[config.mk]
export PLATFORM = sky130hd
export DESIGN_NAME = fifo_rd_packer
export DESIGN_NICKNAME = d
export VERILOG_FILES = /design/src/rtl/fifo_pkg.sv /design/src/rtl/fifo_rd_accum.sv /design/src/rtl/fifo_rd_packer.sv
export SDC_FILE = /design/constraint.sdc
export NUM_CORES = 1
export LEC_CHECK = 0
export ABC_AREA = 1
export CAP_MARGIN = 20
export CORE_MARGIN = 4
export CORE_UTILIZATION = 56
export CTS_CLUSTER_DIAMETER = 40
export CTS_CLUSTER_SIZE = 16
export DETAILED_ROUTE_END_ITERATION = 10
export HOLD_SLACK_MARGIN = 0.03
export PLACE_DENSITY_LB_ADDON = 0.3
export SLEW_MARGIN = 20
export SYNTH_ARGS = -nofsm -noshare
export SYNTH_HDL_FRONTEND = slang
export SYNTH_SLANG_ARGS = --single-unit
[constraint.sdc]
create_clock -name rd_clk -period 4.25 [get_ports rd_clk]
set_input_delay 0.425 -clock rd_clk [delete_from_list [all_inputs] [get_ports rd_clk]]
set_output_delay 0.425 -clock rd_clk [all_outputs]
set_load 0.03 [all_outputs]
[src/rtl/fifo_pkg.sv]
// Shared FIFO defaults and the read-side packer state encoding.
// fifo_top and fifo_rd_packer must agree on the entry width, so both take it from here.
package fifo_pkg;

   localparam int DEF_DATA_SIZE = 4;
   localparam int DEF_ADDR_SIZE = 4;
   localparam int DEF_PACK_CNT  = 4;

   typedef enum logic [1:0] {
      RUN   = 2'd0,
      DRAIN = 2'd1,
      EMIT  = 2'd2
   } pack_state_e;

endpackage

[src/rtl/fifo_rd_accum.sv]
// Slot-indexed accumulator for the read-side packer.
// Entries land at slot cnt; the merged view carries the entry landing this cycle.
module fifo_rd_accum
   import fifo_pkg::*;
#(
   parameter int DATA_SIZE = DEF_DATA_SIZE,
   parameter int PACK_CNT  = DEF_PACK_CNT,
   parameter int CNT_W     = $clog2(PACK_CNT + 1)
) (
   input  logic                          rd_clk,
   input  logic                          rd_rst,
   input  logic                          wr_en,
   input  logic [DATA_SIZE-1:0]          wr_data,
   input  logic                          drain,
   output logic [CNT_W-1:0]              cnt,
   output logic                          complete,
   output logic [DATA_SIZE*PACK_CNT-1:0] word
);

   localparam int SLOT_W = (PACK_CNT > 1) ? $clog2(PACK_CNT) : 1;

   logic [PACK_CNT-1:0][DATA_SIZE-1:0] slots;
   logic [PACK_CNT-1:0][DATA_SIZE-1:0] merged;
   logic [SLOT_W-1:0]                  slot;

   // cnt never exceeds PACK_CNT-1, so its low bits always address a real slot.
   assign slot     = cnt[SLOT_W-1:0];
   assign complete = wr_en && (cnt == CNT_W'(PACK_CNT - 1));
   assign word     = merged;

   // NOTE: merged gets a full default before the conditional write, so no latch is inferred.
   always_comb begin
      merged = slots;
      if (wr_en) merged[slot] = wr_data;
   end

   // NOTE: the accumulator is a handful of flops, not a RAM, so it is reset; cleared
   // slots are also what zero-fills a flushed partial word.
   always_ff @(posedge rd_clk or negedge rd_rst) begin
      if (!rd_rst) begin
         slots <= '0;
         cnt   <= '0;
      end else if (complete || drain) begin
         slots <= '0;
         cnt   <= '0;
      end else if (wr_en) begin
         // NOTE: non-blocking assignments keep every flop updating from pre-edge values.
         slots[slot] <= wr_data;
         cnt         <= cnt + CNT_W'(1);
      end
   end

endmodule

[src/rtl/fifo_rd_packer.sv]
// Pops DATA_SIZE entries from fifo_top and packs PACK_CNT of them into one wide
// valid/ready word; flush emits a zero-padded partial word.
module fifo_rd_packer
   import fifo_pkg::*;
#(
   parameter int DATA_SIZE = DEF_DATA_SIZE,
   parameter int PACK_CNT  = DEF_PACK_CNT,
   parameter int CNT_W     = $clog2(PACK_CNT + 1)
) (
   input  logic                          rd_clk,
   input  logic                          rd_rst,
   input  logic                          fifo_empty,
   output logic                          fifo_rd_en,
   input  logic [DATA_SIZE-1:0]          fifo_rd_data,
   input  logic                          flush,
   output logic [DATA_SIZE*PACK_CNT-1:0] out_data,
   output logic [CNT_W-1:0]              out_count,
   output logic                          out_valid,
   input  logic                          out_ready,
   output logic                          flush_done
);

   localparam int WORD_W = DATA_SIZE * PACK_CNT;

   pack_state_e       state;
   pack_state_e       state_next;
   logic              inflight;
   logic [CNT_W-1:0]  cnt;
   logic              complete;
   logic [WORD_W-1:0] word;
   logic              out_free;
   logic              credit_ok;
   logic              emit_load;
   logic              done_set;

   fifo_rd_accum #(
      .DATA_SIZE (DATA_SIZE),
      .PACK_CNT  (PACK_CNT),
      .CNT_W     (CNT_W)
   ) u_accum (
      .rd_clk   (rd_clk),
      .rd_rst   (rd_rst),
      .wr_en    (inflight),
      .wr_data  (fifo_rd_data),
      .drain    (emit_load),
      .cnt      (cnt),
      .complete (complete),
      .word     (word)
   );

   assign out_free = !out_valid || out_ready;

   // Only the read that would complete a word needs the output register to be free.
   assign credit_ok = ((int'(cnt) + int'(inflight)) < (PACK_CNT - 1)) || out_free;

   always_ff @(posedge rd_clk or negedge rd_rst) begin
      if (!rd_rst) state <= RUN;
      else         state <= state_next;
   end

   always_comb begin
      state_next = state;
      unique case (state)
         RUN:     if (flush) state_next = DRAIN;
         DRAIN:   if (!inflight) state_next = (cnt == '0) ? RUN : EMIT;
         EMIT:    if (out_free) state_next = RUN;
         default: state_next = RUN;
      endcase
   end

   always_comb begin
      fifo_rd_en = 1'b0;
      emit_load  = 1'b0;
      done_set   = 1'b0;
      unique case (state)
         // rd_rst gates the request so fifo_top never sees a pop while we are held in reset.
         RUN:     fifo_rd_en = rd_rst && !flush && !fifo_empty && credit_ok;
         DRAIN:   done_set   = !inflight && (cnt == '0);
         EMIT: begin
            emit_load = out_free;
            done_set  = out_free;
         end
         default: ;
      endcase
   end

   always_ff @(posedge rd_clk or negedge rd_rst) begin
      if (!rd_rst) inflight <= 1'b0;
      else         inflight <= fifo_rd_en && !fifo_empty;
   end

   always_ff @(posedge rd_clk or negedge rd_rst) begin
      if (!rd_rst) begin
         out_data   <= '0;
         out_count  <= '0;
         out_valid  <= 1'b0;
         flush_done <= 1'b0;
      end else begin
         flush_done <= done_set;
         if (complete) begin
            out_data  <= word;
            out_count <= CNT_W'(PACK_CNT);
            out_valid <= 1'b1;
         end else if (emit_load) begin
            out_data  <= word;
            out_count <= cnt;
            out_valid <= 1'b1;
         end else if (out_ready) begin
            out_valid <= 1'b0;
         end
      end
   end

endmodule

## After elaboration in Yosys (flattened, before gate mapping)

Index checks and enable logic that the tools add are counted.

| storage, ports and cells | value |
|---|---|
| flip-flop bits (word level) | 43 |
| bits of input ports | 9 |
| output and inout bits | 22 |

| cells by class | value |
|---|---|
| add/subtract/negate cells | 2 |
| order comparisons | 3 |
| equal/unequal tests | 6 |
| multiplexer cells | 22 |
| reduce and logical (&&, ||, !) cells | 20 |

Operator list:

| cell | count |
|---|---|
| two-way mux 16 bit | 4 |
| bitwise mux 16 bit | 1 |
| two-way mux 3 bit | 4 |
| demux 4 bit (select 2 bit) | 1 |
| two-way mux 2 bit | 4 |
| logical AND 1 bit | 7 |
| != test 2 bit (second input constant) | 3 |
| one-hot mux 2 bit (3 select lines) | 1 |
| two-way mux 1 bit | 5 |
| adder 3 x 1 -> 4 bit | 1 |
| logical NOT 1 bit | 4 |
| < comparator 4 x 2 -> 1 bit (second input constant) | 1 |
| two-way mux 4 bit | 1 |
| nonzero test 2 bit | 2 |
| adder 3 x 1 -> 3 bit (second input constant) | 1 |
| == test 3 x 2 -> 1 bit (second input constant) | 1 |
| logical NOT 3 bit | 1 |
| logical OR 1 bit | 3 |
| < comparator 2 x 3 -> 1 bit (second input constant) | 1 |
| AND reduction 3 bit | 1 |
| nonzero test 3 bit | 1 |
| == test 2 x 1 -> 1 bit (second input constant) | 1 |
| == test 2 bit (second input constant) | 1 |
| greater-or-equal comparator 2 x 1 -> 1 bit (second input constant) | 1 |
| 2 further kinds | 2 |

## Logic depth before layout (Yosys ltp)

| logic depth | value |
|---|---|
| depth after elaboration | 8 |
| mapped depth | 7 |

## Hierarchy

A second synthesis with hierarchy kept.

| unflattened totals | value |
|---|---|
| cells, all modules | 277 |
| area, all modules | 2293.4 um^2 |

Modules (own cells, without submodules):

| module | times used | cells each | area each (um^2) | seq. area each (um^2) |
|---|---|---|---|---|
| fifo_rd_packer | 1 | 126 | 1153.6 | 600.6 |
| fifo_rd_accum | 1 | 151 | 1139.8 | 475.5 |

## Worst setup path after synthesis

No wires, ideal clock.

| timing | value |
|---|---|
| path kind | register to output |
| from | register u_accum.cnt[0] |
| to | output port fifo_rd_en |
| arrival time | 1537 ps |
| data required time | 3825 ps |
| path slack | 2288 ps |
| cell stages (with the launch flop) | 6 |
| path buffers | 0 |
| cell sequence | dfrtp_1 > ha_1 > ha_1 > nand2_1 > nand4_1 > a21oi_1 |

| on the way | value |
|---|---|
| longest elaborated chain between the ends | 5 |

Ends and longest elaborated chain:

| element | line | source |
|---|---|---|
| from (decl) | fifo_rd_accum.sv:15 | `output logic [CNT_W-1:0] cnt,` |
| from (signal assigned) | fifo_rd_accum.sv:49 | `cnt <= cnt + CNT_W'(1);` |
| adder 3 x 1 -> 4 bit | fifo_rd_packer.sv:54 | `assign credit_ok = ((int'(cnt) + int'(inflight)) < (PACK_CNT - 1)) \|\| out_free;` |
| < comparator 4 x 2 -> 1 bit | fifo_rd_packer.sv:54 |  |
| logical OR 1 bit | fifo_rd_packer.sv:54 |  |
| logical AND 1 bit | fifo_rd_packer.sv:77 | `RUN: fifo_rd_en = rd_rst && !flush && !fifo_empty && credit_ok;` |
| two-way mux 1 bit | fifo_rd_packer.sv:75 | `unique case (state)` |
| to (decl) | fifo_rd_packer.sv:13 | `output logic fifo_rd_en,` |

Every way passes these cells.

## Worst setup path after layout

Same ends and word-level chain as after synthesis.

==> flow_metrics.py <==
metrics = {
    "setup_path": {
        "cp_slowest_stage_delay_ns": 0.69,
        "r2r_cells": 7,
        "reg2reg_slack_ns": 2.23,
        "crit_type": "flip-flop to output pin",
        "cp_cell_sequence": "ha_1, ha_1, nand2_1, nand4_1, a21oi_1, clkdlybuf4s50_1",
        "cp.arrival_ns": 2.32,
        "cp-start-kind": "flip-flop",
        "cp.buffers_inverters": 1,
        "cp.depth": 6,
        "reg2reg_from": "u_accum.cnt[1]",
        "cp_top_family": "buffers and inverters",
        "r2r-end": "u_accum.cnt[2]",
        "crit_top_cell": "ha_1",
        "crit_path_start": "u_accum.cnt[0]",
        "critPathMaxFanout": 6,
        "end_kind": "output pin",
        "crit_path_top_delay_cell": "clkdlybuf4s50_1",
        "required_ns": 3.83,
    },
    "route": {
        "vias": 1610,
        "wl_um": 3875,
        "detail-route-antenna-nets": 0,
        "drt_iter0_markers": 121,
        "drc": 0,
        "viasPerCell": 5.177,
        "wl_per_cell_um": 12.46,
        "drt_pre_antenna_iters": 4,
    },
    "synthesis": {
        "synth_cell_types": 18,
        "yosys_register_bits": 43,
        "synth_edf_count": 0,
        "synthFlopType": "dfrtp_1",
        "yosysWarnings": 0,
        "post-synth-top-count-cell": "nand2_1",
        "postSynthCellCount": 234,
        "netlist_top_cells_count": "nand2_1, dfrtp_1, nand3_1",
        "avgSynthCellArea_um2": 8.625,
        "synth_top_cell_by_area": "dfrtp_1",
        "synthTopCellsByArea": "dfrtp_1, nand2_1, ha_1",
        "ys_seq_area_share_pct": 53.32,
        "netlist_area_um2": 2018,
        "syn_nets": 253,
        "synthArstFlopShare_pct": 100.0,
        "synth.top_cell.area_share_pct": 53.32,
    },
    "clock_tree": {
        "clk_pin_slew_ns": 0.12,
        "clk_path_buf_depth": 2,
        "cts.sinks": 43,
        "cts_buffers": 5,
        "post_cts_resized": 0,
        "post_cts_buffers": 0,
        "cts.htree.levels": 2,
        "insertion_delay_ns": 0.35,
        "root_buffer": "clkbuf_4",
        "ctsHoldBuffers": 0,
        "cts_tree": "yes",
    },
    "timing": {
        "hold_violations": 0,
        "finalMaxSlewViolations": 0,
        "slew_headroom_pct": 58.87,
        "worstMarginPinSlew_ns": 0.6147,
        "rsz0062_at_grt": "false",
        "skew_ns": 0.008480,
        "fin_crit_sh_pct": 64.59,
        "finalSetupViolCount": 0,
        "min_period_ns": 2.745,
        "fmax_ghz": 0.3643,
        "finalSetupTns_ns": 0,
    },
    "placed_design": {
        "globalplace.congestion": 0.7571,
        "hpwl_um": 2742,
        "numPortBuffers": 30,
    },
    "global_routing": {
        "grt_max_degree": 44,
        "grt.overflow.total": 0,
        "grt_pass1_wl_um": 6603,
        "grt_pass1_vias": 1506,
        "grt_antenna_before_repair": 0,
        "grt_usage_pct": 19.36,
    },
    "floorplan": {
        "fp.dieW_um": 68.03,
        "num_rows": 21,
        "die_y_um": 68.03,
        "io_pins": 31,
        "start_util_pct": 59.08,
        "die_area_um2": 4628,
        "coreArea_um2": 3416,
    },
    "layout": {
        "diodes": 0,
        "post-route-util_pct": 69.71,
        "finalNetCount": 284,
        "drive_gt1_share_pct": 6.038,
        "syn_to_final_growth_pct": 17.98,
    },
    "hold_path": {
        "hold_class": "primary input to async pin",
    },
    "pwr": {
        "p_total_mw": 1.498,
        "power_density_nw_per_um2": 629.2,
        "max-vdd-ir-drop_mv": 0.3896,
        "leakage_nw": 1.292,
    },
    "flow_run": {
        "cap_violations": 0,
    },
    "status": {
        "outcome": "finished clean",
    },
}
[state kept, by name, indices dropped and copies added (netlist names)]
name	count
flush_done	1
inflight	1
out_count	3
out_data	16
out_valid	1
state	2
u_accum.cnt	3
u_accum.slots	16
[stage by stage]
stage                     hold slack [ns]  instance area [um^2]  instances  setup slack (ns)
after global routing               0.2139                  2381        311             1.367
after CTS                          0.1911                  2381        311             1.485
after detailed placement           0.4570                  2325        304             1.880
final                              0.1785                  2381        311             1.505
after global placement             0.4520                  2325        304             1.908
after floorplan                    0.1294                  2018        234             2.288
[metal layers]
metal  vias to the layer above  global-route usage [%]  share of wire [%]  wire [um]
met3                         5                   4.598                4.5        174
met1                       758                   25.37                 45       1743
met2                        32                   31.41                 49       1902
met4                         0                   6.700                1.4         55
li1                        815                       -                  -          -
met5                         -                       0                  0          0
[cells by family after synthesis]
| logic type | count (synthesis) | synth area share, % |
|---|---|---|
| AO/OA/AOI/OAI | 22 | 6.386 |
| adder cells (fa/ha/maj) | 10 | 6.200 |
| buffers and inverters | 18 | 4.898 |
| flip-flops | 43 | 53.32 |
| AND/OR/NAND/NOR | 141 | 29.20 |
[power by group]
part           total, mW  switching (mW)  internal (mW)  leakage [nW]
sequential         0.623          0.0730          0.550         0.582
combinational      0.679           0.418          0.261         0.675
clock              0.197           0.120         0.0767        0.0341
total               1.50           0.610          0.888          1.29
[layout by cell type (no fill, tap or decap), drive strengths merged]
cell | netlist | routed
a21boi | 2 | 2
clkinv | 0 | 1
nor2 | 3 | 3
nand2 | 111 | 111
clkbuf | 0 | 6
clkdlybuf4s50 | 0 | 29
buf | 8 | 3
ha | 10 | 10
inv | 10 | 10
nand4 | 3 | 3
o211ai | 1 | 1
dfrtp | 43 | 43
a21oi | 19 | 19
nand3b | 1 | 1
nand3 | 23 | 23
[final cells by class]
type	instances	area, um^2
Sequential cell	43	1076
Fill cell	283	1035
Multi-Input combinational cell	173	843.3
Timing Repair Buffer	32	310.3
Tap cell	46	57.56
Clock buffer	6	51.30
Inverter	10	37.54
Clock inverter	1	5.005
[worst max path at each step]
stage | slack (ns) | end
floorplan | 2.29 | fifo_rd_en
CTS | 1.49 | fifo_rd_en
finish | 1.51 | fifo_rd_en
detailed placement | 1.88 | fifo_rd_en
global route | 1.37 | fifo_rd_en
global placement | 1.91 | fifo_rd_en
Note: power is estimated with default switching activity, not from simulation.
